$ cat src/rtl/wb_master_arbiter.sv
// Two-master Wishbone (pipelined) arbiter: m0 = CPU, m1 = DMA/loader, round-robin on ties, ack watchdog.
// Latency: grant 1 cycle after cyc in IDLE; owner's requests and slave responses pass combinationally.
// Backpressure: owner sees slave stall; non-owner held stalled; grant held until owner drops cyc.
module wb_master_arbiter #(
    parameter int AW      = 32,
    parameter int DW      = 32,
    parameter int TIMEOUT = 255
) (
    input  logic            i_clk,
    input  logic            i_rst,
    input  logic            i_m0_cyc,
    input  logic            i_m0_stb,
    input  logic            i_m0_we,
    input  logic [AW-1:0]   i_m0_addr,
    input  logic [DW-1:0]   i_m0_data,
    input  logic [DW/8-1:0] i_m0_sel,
    input  logic            i_m1_cyc,
    input  logic            i_m1_stb,
    input  logic            i_m1_we,
    input  logic [AW-1:0]   i_m1_addr,
    input  logic [DW-1:0]   i_m1_data,
    input  logic [DW/8-1:0] i_m1_sel,
    output logic            o_m0_stall,
    output logic            o_m0_ack,
    output logic            o_m0_err,
    output logic [DW-1:0]   o_m0_data,
    output logic            o_m1_stall,
    output logic            o_m1_ack,
    output logic            o_m1_err,
    output logic [DW-1:0]   o_m1_data,
    output logic            o_wb_cyc,
    output logic            o_wb_stb,
    output logic            o_wb_we,
    output logic [AW-1:0]   o_wb_addr,
    output logic [DW-1:0]   o_wb_data,
    output logic [DW/8-1:0] o_wb_sel,
    input  logic            i_wb_stall,
    input  logic            i_wb_ack,
    input  logic [DW-1:0]   i_wb_data,
    output logic [1:0]      o_owner
);

    localparam int WDT_W = $clog2(TIMEOUT + 1);
    localparam logic [WDT_W-1:0] WDT_LAST = WDT_W'(TIMEOUT - 1);
    localparam logic [WDT_W-1:0] WDT_MAX  = '1;

    typedef enum logic [1:0] {
        IDLE = 2'd0,
        GNT0 = 2'd1,
        GNT1 = 2'd2,
        ERR  = 2'd3
    } state_t;

    state_t             state;
    logic               last_grant;  // 1 = m1 was granted last, so m0 wins the next tie
    logic               err_owner;   // master that timed out, 1 = m1
    logic [WDT_W-1:0]   wdt;

    logic gnt0, gnt1, own_cyc;

    assign gnt0 = (state == GNT0);
    assign gnt1 = (state == GNT1);

    always_comb begin
        own_cyc = 1'b0;
        if (gnt0)
            own_cyc = i_m0_cyc;
        else if (gnt1)
            own_cyc = i_m1_cyc;
    end

    always_ff @(posedge i_clk) begin
        if (i_rst) begin
            state      <= IDLE;
            last_grant <= 1'b1;
            err_owner  <= 1'b0;
            wdt        <= '0;
        end else begin
            case (state)
                IDLE: begin
                    wdt <= '0;
                    if (i_m0_cyc && (!i_m1_cyc || last_grant)) begin
                        state      <= GNT0;
                        last_grant <= 1'b0;
                    end else if (i_m1_cyc) begin
                        state      <= GNT1;
                        last_grant <= 1'b1;
                    end
                end
                GNT0, GNT1: begin
                    // Release beats timeout, and ack beats timeout.
                    if (!own_cyc) begin
                        state <= IDLE;
                        wdt   <= '0;
                    end else if (i_wb_ack) begin
                        wdt <= '0;
                    end else if (wdt == WDT_LAST) begin
                        state     <= ERR;
                        err_owner <= gnt1;
                        wdt       <= '0;
                    end else if (wdt != WDT_MAX) begin
                        wdt <= wdt + 1'b1;
                    end
                end
                ERR: begin
                    state <= IDLE;
                    wdt   <= '0;
                end
                default: state <= IDLE;
            endcase
        end
    end

    always_comb begin
        o_wb_cyc  = own_cyc;
        o_wb_stb  = 1'b0;
        o_wb_we   = 1'b0;
        o_wb_addr = '0;
        o_wb_data = '0;
        o_wb_sel  = '0;
        if (gnt0) begin
            o_wb_stb  = i_m0_cyc & i_m0_stb;
            o_wb_we   = i_m0_we;
            o_wb_addr = i_m0_addr;
            o_wb_data = i_m0_data;
            o_wb_sel  = i_m0_sel;
        end else if (gnt1) begin
            o_wb_stb  = i_m1_cyc & i_m1_stb;
            o_wb_we   = i_m1_we;
            o_wb_addr = i_m1_addr;
            o_wb_data = i_m1_data;
            o_wb_sel  = i_m1_sel;
        end
    end

    assign o_m0_stall = gnt0 ? i_wb_stall : 1'b1;
    assign o_m1_stall = gnt1 ? i_wb_stall : 1'b1;
    assign o_m0_ack   = gnt0 & i_wb_ack;
    assign o_m1_ack   = gnt1 & i_wb_ack;
    assign o_m0_data  = gnt0 ? i_wb_data : '0;
    assign o_m1_data  = gnt1 ? i_wb_data : '0;
    assign o_m0_err   = (state == ERR) && !err_owner;
    assign o_m1_err   = (state == ERR) &&  err_owner;
    assign o_owner    = {gnt1, gnt0};

endmodule

$ cat config.mk
export PLATFORM = sky130hd
export DESIGN_NAME = wb_master_arbiter
export DESIGN_NICKNAME = d
export VERILOG_FILES = /design/src/rtl/wb_master_arbiter.sv
export SDC_FILE = /design/constraint.sdc
export NUM_CORES = 1
export LEC_CHECK = 0
export ABC_CLOCK_PERIOD_IN_PS = 2100
export BUFFER_PORTS_ARGS = -buffer_cell sky130_fd_sc_hd__buf_4
export CAP_MARGIN = 20
export CORE_AREA = 2 2 125 127
export DETAILED_ROUTE_END_ITERATION = 10
export DIE_AREA = 0 0 127 129
export PLACE_DENSITY = 0.47
export SKIP_LAST_GASP = 1
export SLEW_MARGIN = 0
export SYNTH_ARGS = -nofsm -noshare
export SYNTH_HDL_FRONTEND = slang
export SYNTH_SLANG_ARGS = --single-unit
$ cat constraint.sdc
create_clock -name i_clk -period 2.1 [get_ports i_clk]
set_input_delay 0.105 -clock i_clk [delete_from_list [all_inputs] [get_ports i_clk]]
set_output_delay 0.105 -clock i_clk [all_outputs]
set_load 0.01 [all_outputs]
-- Word level (Yosys, flattened, before mapping)
Cells that the tools add are included.
- register bits after elaboration: 12
- output and inout bits: 143
- bits of input ports: 178
- word-level logic and storage cells: 61
- reductions and logical operators: 13
- bitwise gates (word level): 5
- eq/ne operators: 9
- mux-type cells: 29
- add/sub/neg operators: 1
- operator list (operator ; number):
    32-bit 2-to-1 mux ; 6
    8-bit 2-to-1 mux ; 4
    8-bit one-hot mux with 2 select lines ; 1
    1-bit 2-to-1 mux ; 10
    2-bit 2-to-1 mux ; 5
    3-bit inequality test, second input constant ; 3
    8-bit by 1-bit adder with 8-bit output, second input constant ; 1
    8-bit equality test, second input constant ; 1
    4-bit 2-to-1 mux ; 2
    8-bit inequality test, second input constant ; 1
    2-bit one-hot mux with 3 select lines ; 1
    5-bit inequality test, second input constant ; 1
    1-bit bitwise AND ; 4
    2-bit equality test, second input constant ; 2
    4-bit AND reduction ; 1
    2-bit OR reduction ; 2
    1-bit logical AND ; 3
    3-bit AND reduction ; 1
    2-bit by 1-bit equality test with 1-bit output, second input constant ; 1
    1-bit zero test ; 2
    2-bit zero test ; 1
    2-bit AND reduction ; 1
    2-bit nonzero test ; 1
    1-bit logical OR ; 1
    1-bit NOT ; 1

-- Longest topological paths before layout
- word-level depth: 6
- mapped depth: 8
- gate-level depth less buffers: 6

-- Worst setup path after synthesis
No wires, ideal clock.
- path kind: register to output
- from: register state[1]
- to: output port o_wb_addr[21]
- path buffers: 4
- arrival time: 1.613 ns
- path slack: 0.382 ns
- required time: 1.995 ns
- stages on the path, launching flop included: 9
- path through: dfxtp_1 > inv_1 > ha_1 > buf_2 > nor2b_1 > clkbuf_1 > buf_2 > buf_2 > a22o_1
- elaborated cells between the ends (all ways): 4
- classes of those cells: 2 x eq/ne; 2 x mux
- RTL lines (item ; RTL line ; RTL):
    start, declared ; 54 ; state_t state;
    start signal, assigned ; 74 ; state <= IDLE;
    start signal, assigned ; 83 ; state <= GNT0;
    start signal, assigned ; 86 ; state <= GNT1;
    2-bit by 1-bit equality test with 1-bit output ; 61 ; assign gnt0 = (state == GNT0);
    via gnt0 ; 59 ; logic gnt0, gnt1, own_cyc;
    32-bit 2-to-1 mux ; 121 ; if (gnt0) begin
    end, declared ; 34 ; output logic [AW-1:0] o_wb_addr,
The timed path passes the listed nets, and every way through them passes these cells.

-- Worst setup path in the final report
- from: register state[0]
- to: output port o_wb_addr[5]
- longest elaborated chain between the ends: 3
- elaborated cells between the ends (all ways): 4
- classes of those cells: 2 x eq/ne; 2 x mux
- ends and longest elaborated chain (item ; RTL line ; RTL):
    2-bit equality test ; 62 ; assign gnt1 = (state == GNT1);
    32-bit 2-to-1 mux ; 127 ; end else if (gnt1) begin
    32-bit 2-to-1 mux * ; 121 ;
Every way passes the cells marked *; elsewhere a longest branch is shown, timed or not.

==> run_results.csv <==
group,metric,value,unit
grt,wire_length_of_the_first_global_routing_pass,19180,um
clock_network,htreeDepth,1,
pwr,pwr-share-seq,6.9,%
grt,globalRouteOverflowTotal,0,
timing,post-route-period-util,97.08,%
clock_network,cts-buffers-inserted,3,
grt,groute.usage.overall,15.51,%
die,chipWidth,127,um
pwr,p_int,2194,uW
cells_and_area,stdcell_count,755,
drt,ant_nets,0,
pwr,leakage,0.002526,uW
drt,drt_first_pass_iters,4,
drt,drc_errors,0,
cells_and_area,num-nets-final,753,
drt,avgViaCountPerCell,4.423,
drt,detail_route.wl_per_cell,19.97,um
die,placeableCoreArea,14980,um2
logic_synthesis,ys_async_sr_fraction,0,%
clock_network,tritoncts,"yes",
timing,setup_repair_after_global_routing_missed_its_margin,"true",
logic_synthesis,synth.cells.most_frequent,"69 x a22o_1, 67 x and2_1, 20 x clkbuf_1",
logic_synthesis,ys_seq_elements,12,
timing,worst_pin_slew,0.5517,ns
worst_setup_path,criticalPathCategory,"flop to output pin",
die,dieHeight,129,um
place,placed_cells,748,
clock_network,cts.clk_slew.worst_paths,0.04,ns
pwr,clock_power_share,8.8,%
drt,drt_first_iter_violations,142,
pwr,netSwitchingPower,1701,uW
cells_and_area,layout-area-overhead-vs-synth,139.1,%
clock_network,cts_max_path_buffers,2,
grt,grt_pass1_vias,3082,
timing,setup-tns-final,0,ns
drt,wirelength,15080,um
worst_setup_path,cp.arrival,1.93,ns
grt,grt_start_max_net_pins,80,
logic_synthesis,synth-edff-count,0,
timing,finalMaxSlewViolations,0,
pwr,power.share.switching,43.67,%
drt,routed-via-count,3339,
logic_synthesis,synth.net_count,447,
pwr,p_per_area,816.2,nW/um2
logic_synthesis,netlist.area_leader.share,30.28,%
die,initial_core_util,13.32,%
timing,finalWorstPathRequiredPeriod,2.039,ns
place,gpl_congestion,0.7746,
die,die_area,16380,um2
logic_synthesis,ys.warnings.count,0,
timing,hold_violation_count_in_the_final_report,0,
die,floorplan.rows,45,
clock_network,clk_root_buffer_cell,"clkbuf_16",
cells_and_area,utilization,31.86,%
logic_synthesis,post_synth_main_area_contributors,"a22o_1 30%, and2_1 21%, dfxtp_1 12%",
logic_synthesis,post_synth_num_cell_types,39,
worst_setup_path,endpoint_kind,"output pin",
cells_and_area,antenna_cells_inserted,0,
place,io_buffer_count,320,
min_path,worst_hold_path_type,"input port to flop",
logic_synthesis,netlist_area,1996,um2
die,design.portCount,321,
flow_run,max_cap_viol_count,0,
logic_synthesis,top_reg_cell_synth,"dfxtp_1",
grt,antenna_violations_before_repair,1,
clock_network,tritoncts_num_sinks,12,
pwr,vdd.ir_drop.worst,0.3446,mV
worst_setup_path,crit_fanout,31,
clock_network,clk-insertion-delay-late,0.24,ns
logic_synthesis,synth.most_common_cell,"a22o_1",
outcome,outcome,"finished, final reports clean",
logic_synthesis,synth_area_leader_cell,"a22o_1",
timing,max_freq,490.5,MHz
pwr,total_power,3895,uW
logic_synthesis,postSynthAreaPerCell,7.588,um2
logic_synthesis,syn-instance-count,263,
place,detailedPlacementHpwl,12410,um
timing,setup_violations,0,
logic_synthesis,yosysSeqAreaShare,12.04,%
worst_setup_path,type_of_origin_of_the_critical_path,"flop",
pwr,p_comb_share,84.2,%
cells_and_area,post_route_cells_drive_above_1_share,60.85,%
timing,largest_clock_skew_in_the_final_design,0.002989,ns
timing,relSlewSlack,63.22,%
worst_setup_path,required,2.00,ns
layout make-up:
type | count | area (um2)
Multi-Input combinational cell | 217 | 1643
Inverter | 5 | 18.77
Clock buffer | 3 | 75.07
Tap cell | 188 | 235.2
Timing Repair Buffer | 330 | 2559
Fill cell | 1611 | 10200
Sequential cell | 12 | 241.5
layout by cell type, fill, tap and decap left out, types with 2 or more instances in the layout:
| cell type | count |
|---|---|
| and3_1 | 3 |
| a21oi_1 | 8 |
| ha_1 | 5 |
| nand2b_1 | 2 |
| buf_12 | 2 |
| nor2_1 | 4 |
| or3_1 | 4 |
| nand2_1 | 9 |
| clkbuf_16 | 6 |
| a22o_1 | 68 |
| nor2b_1 | 2 |
| dfxtp_1 | 11 |
| nand4_1 | 3 |
| buf_4 | 324 |
| mux2i_1 | 3 |
| xor2_1 | 2 |
| and2_1 | 67 |
| nand3_1 | 11 |
| o21ai_0 | 5 |
| inv_1 | 5 |
repair_timing:
action | in CTS | in global routing
endpoints found under the setup margin | 3 | 22
gates cloned | 0 | 3
setup buffers | 0 | 1
gates resized for setup | 1 | 3
hold buffers | 0 | 0
power by group through the flow:
stage	clock network [uW]	logic, uW	registers (uW)
floorplan	0	1420	265
global placement	0	3100	270
detailed placement	0	3100	272
CTS	348	3120	268
global route	361	3510	273
finish	345	3280	269
critical path, cell delays in order (launching register included):
cell	delay (ns)
dfxtp_2	0.37
inv_1	0.08
ha_1	0.24
buf_4	0.18
nor2b_4	0.13
buf_12	0.13
clkbuf_16	0.20
a22o_1	0.20
buf_4	0.14
stage by stage:
stage	setup slack [ns]	instance area [um2]	hold slack (ns)
finish	0.06134	4772	0.09472
global route	-0.006213	4772	0.1036
CTS	-0.002720	4663	0.09162
detailed placement	0.1599	4584	0.3445
global placement	0.2052	4584	0.3382
floorplan	0.3824	1996	0.3131
kinds of logic after synthesis:
group                      Yosys count  synth area share (%)
and+or+nand+nor                    112                 34.73
AOI/OAI and AO/OA                   94                 39.81
buffers and inverters               34                 7.272
muxes                                3                 1.505
DFF                                 12                 12.04
xor gates and xnor gates             2                0.8779
adders and majority gates            6                 3.762
flip-flops by register name (all words and copies together), names as in the netlist:
register and count:
state 2, last_grant 1, wdt 8, err_owner 1
path summary, 6_finish.rpt:
kind / endpoint / depth (start not counted) / from / slack [ns]
worst max-delay path: o_wb_addr[5] / 8 / state[0] / 0.06
worst min-delay path: wdt[2] / 2 / i_rst / 0.09
worst max register to register: err_owner / 6 / state[1] / 0.15
worst min register to register: last_grant / 1 / last_grant / 0.48
per-layer routing:
layer,routed length (um),vias up,global-route usage [%],part of all wire (%)
met3,1845,9,7.484,12
met1,6007,1524,19.13,40
li1,-,1591,-,-
met5,13,-,0,0.086
met2,7169,213,25.77,48
met4,39,2,1.034,0.26
Note: power is estimated with default switching activity, not from simulation.
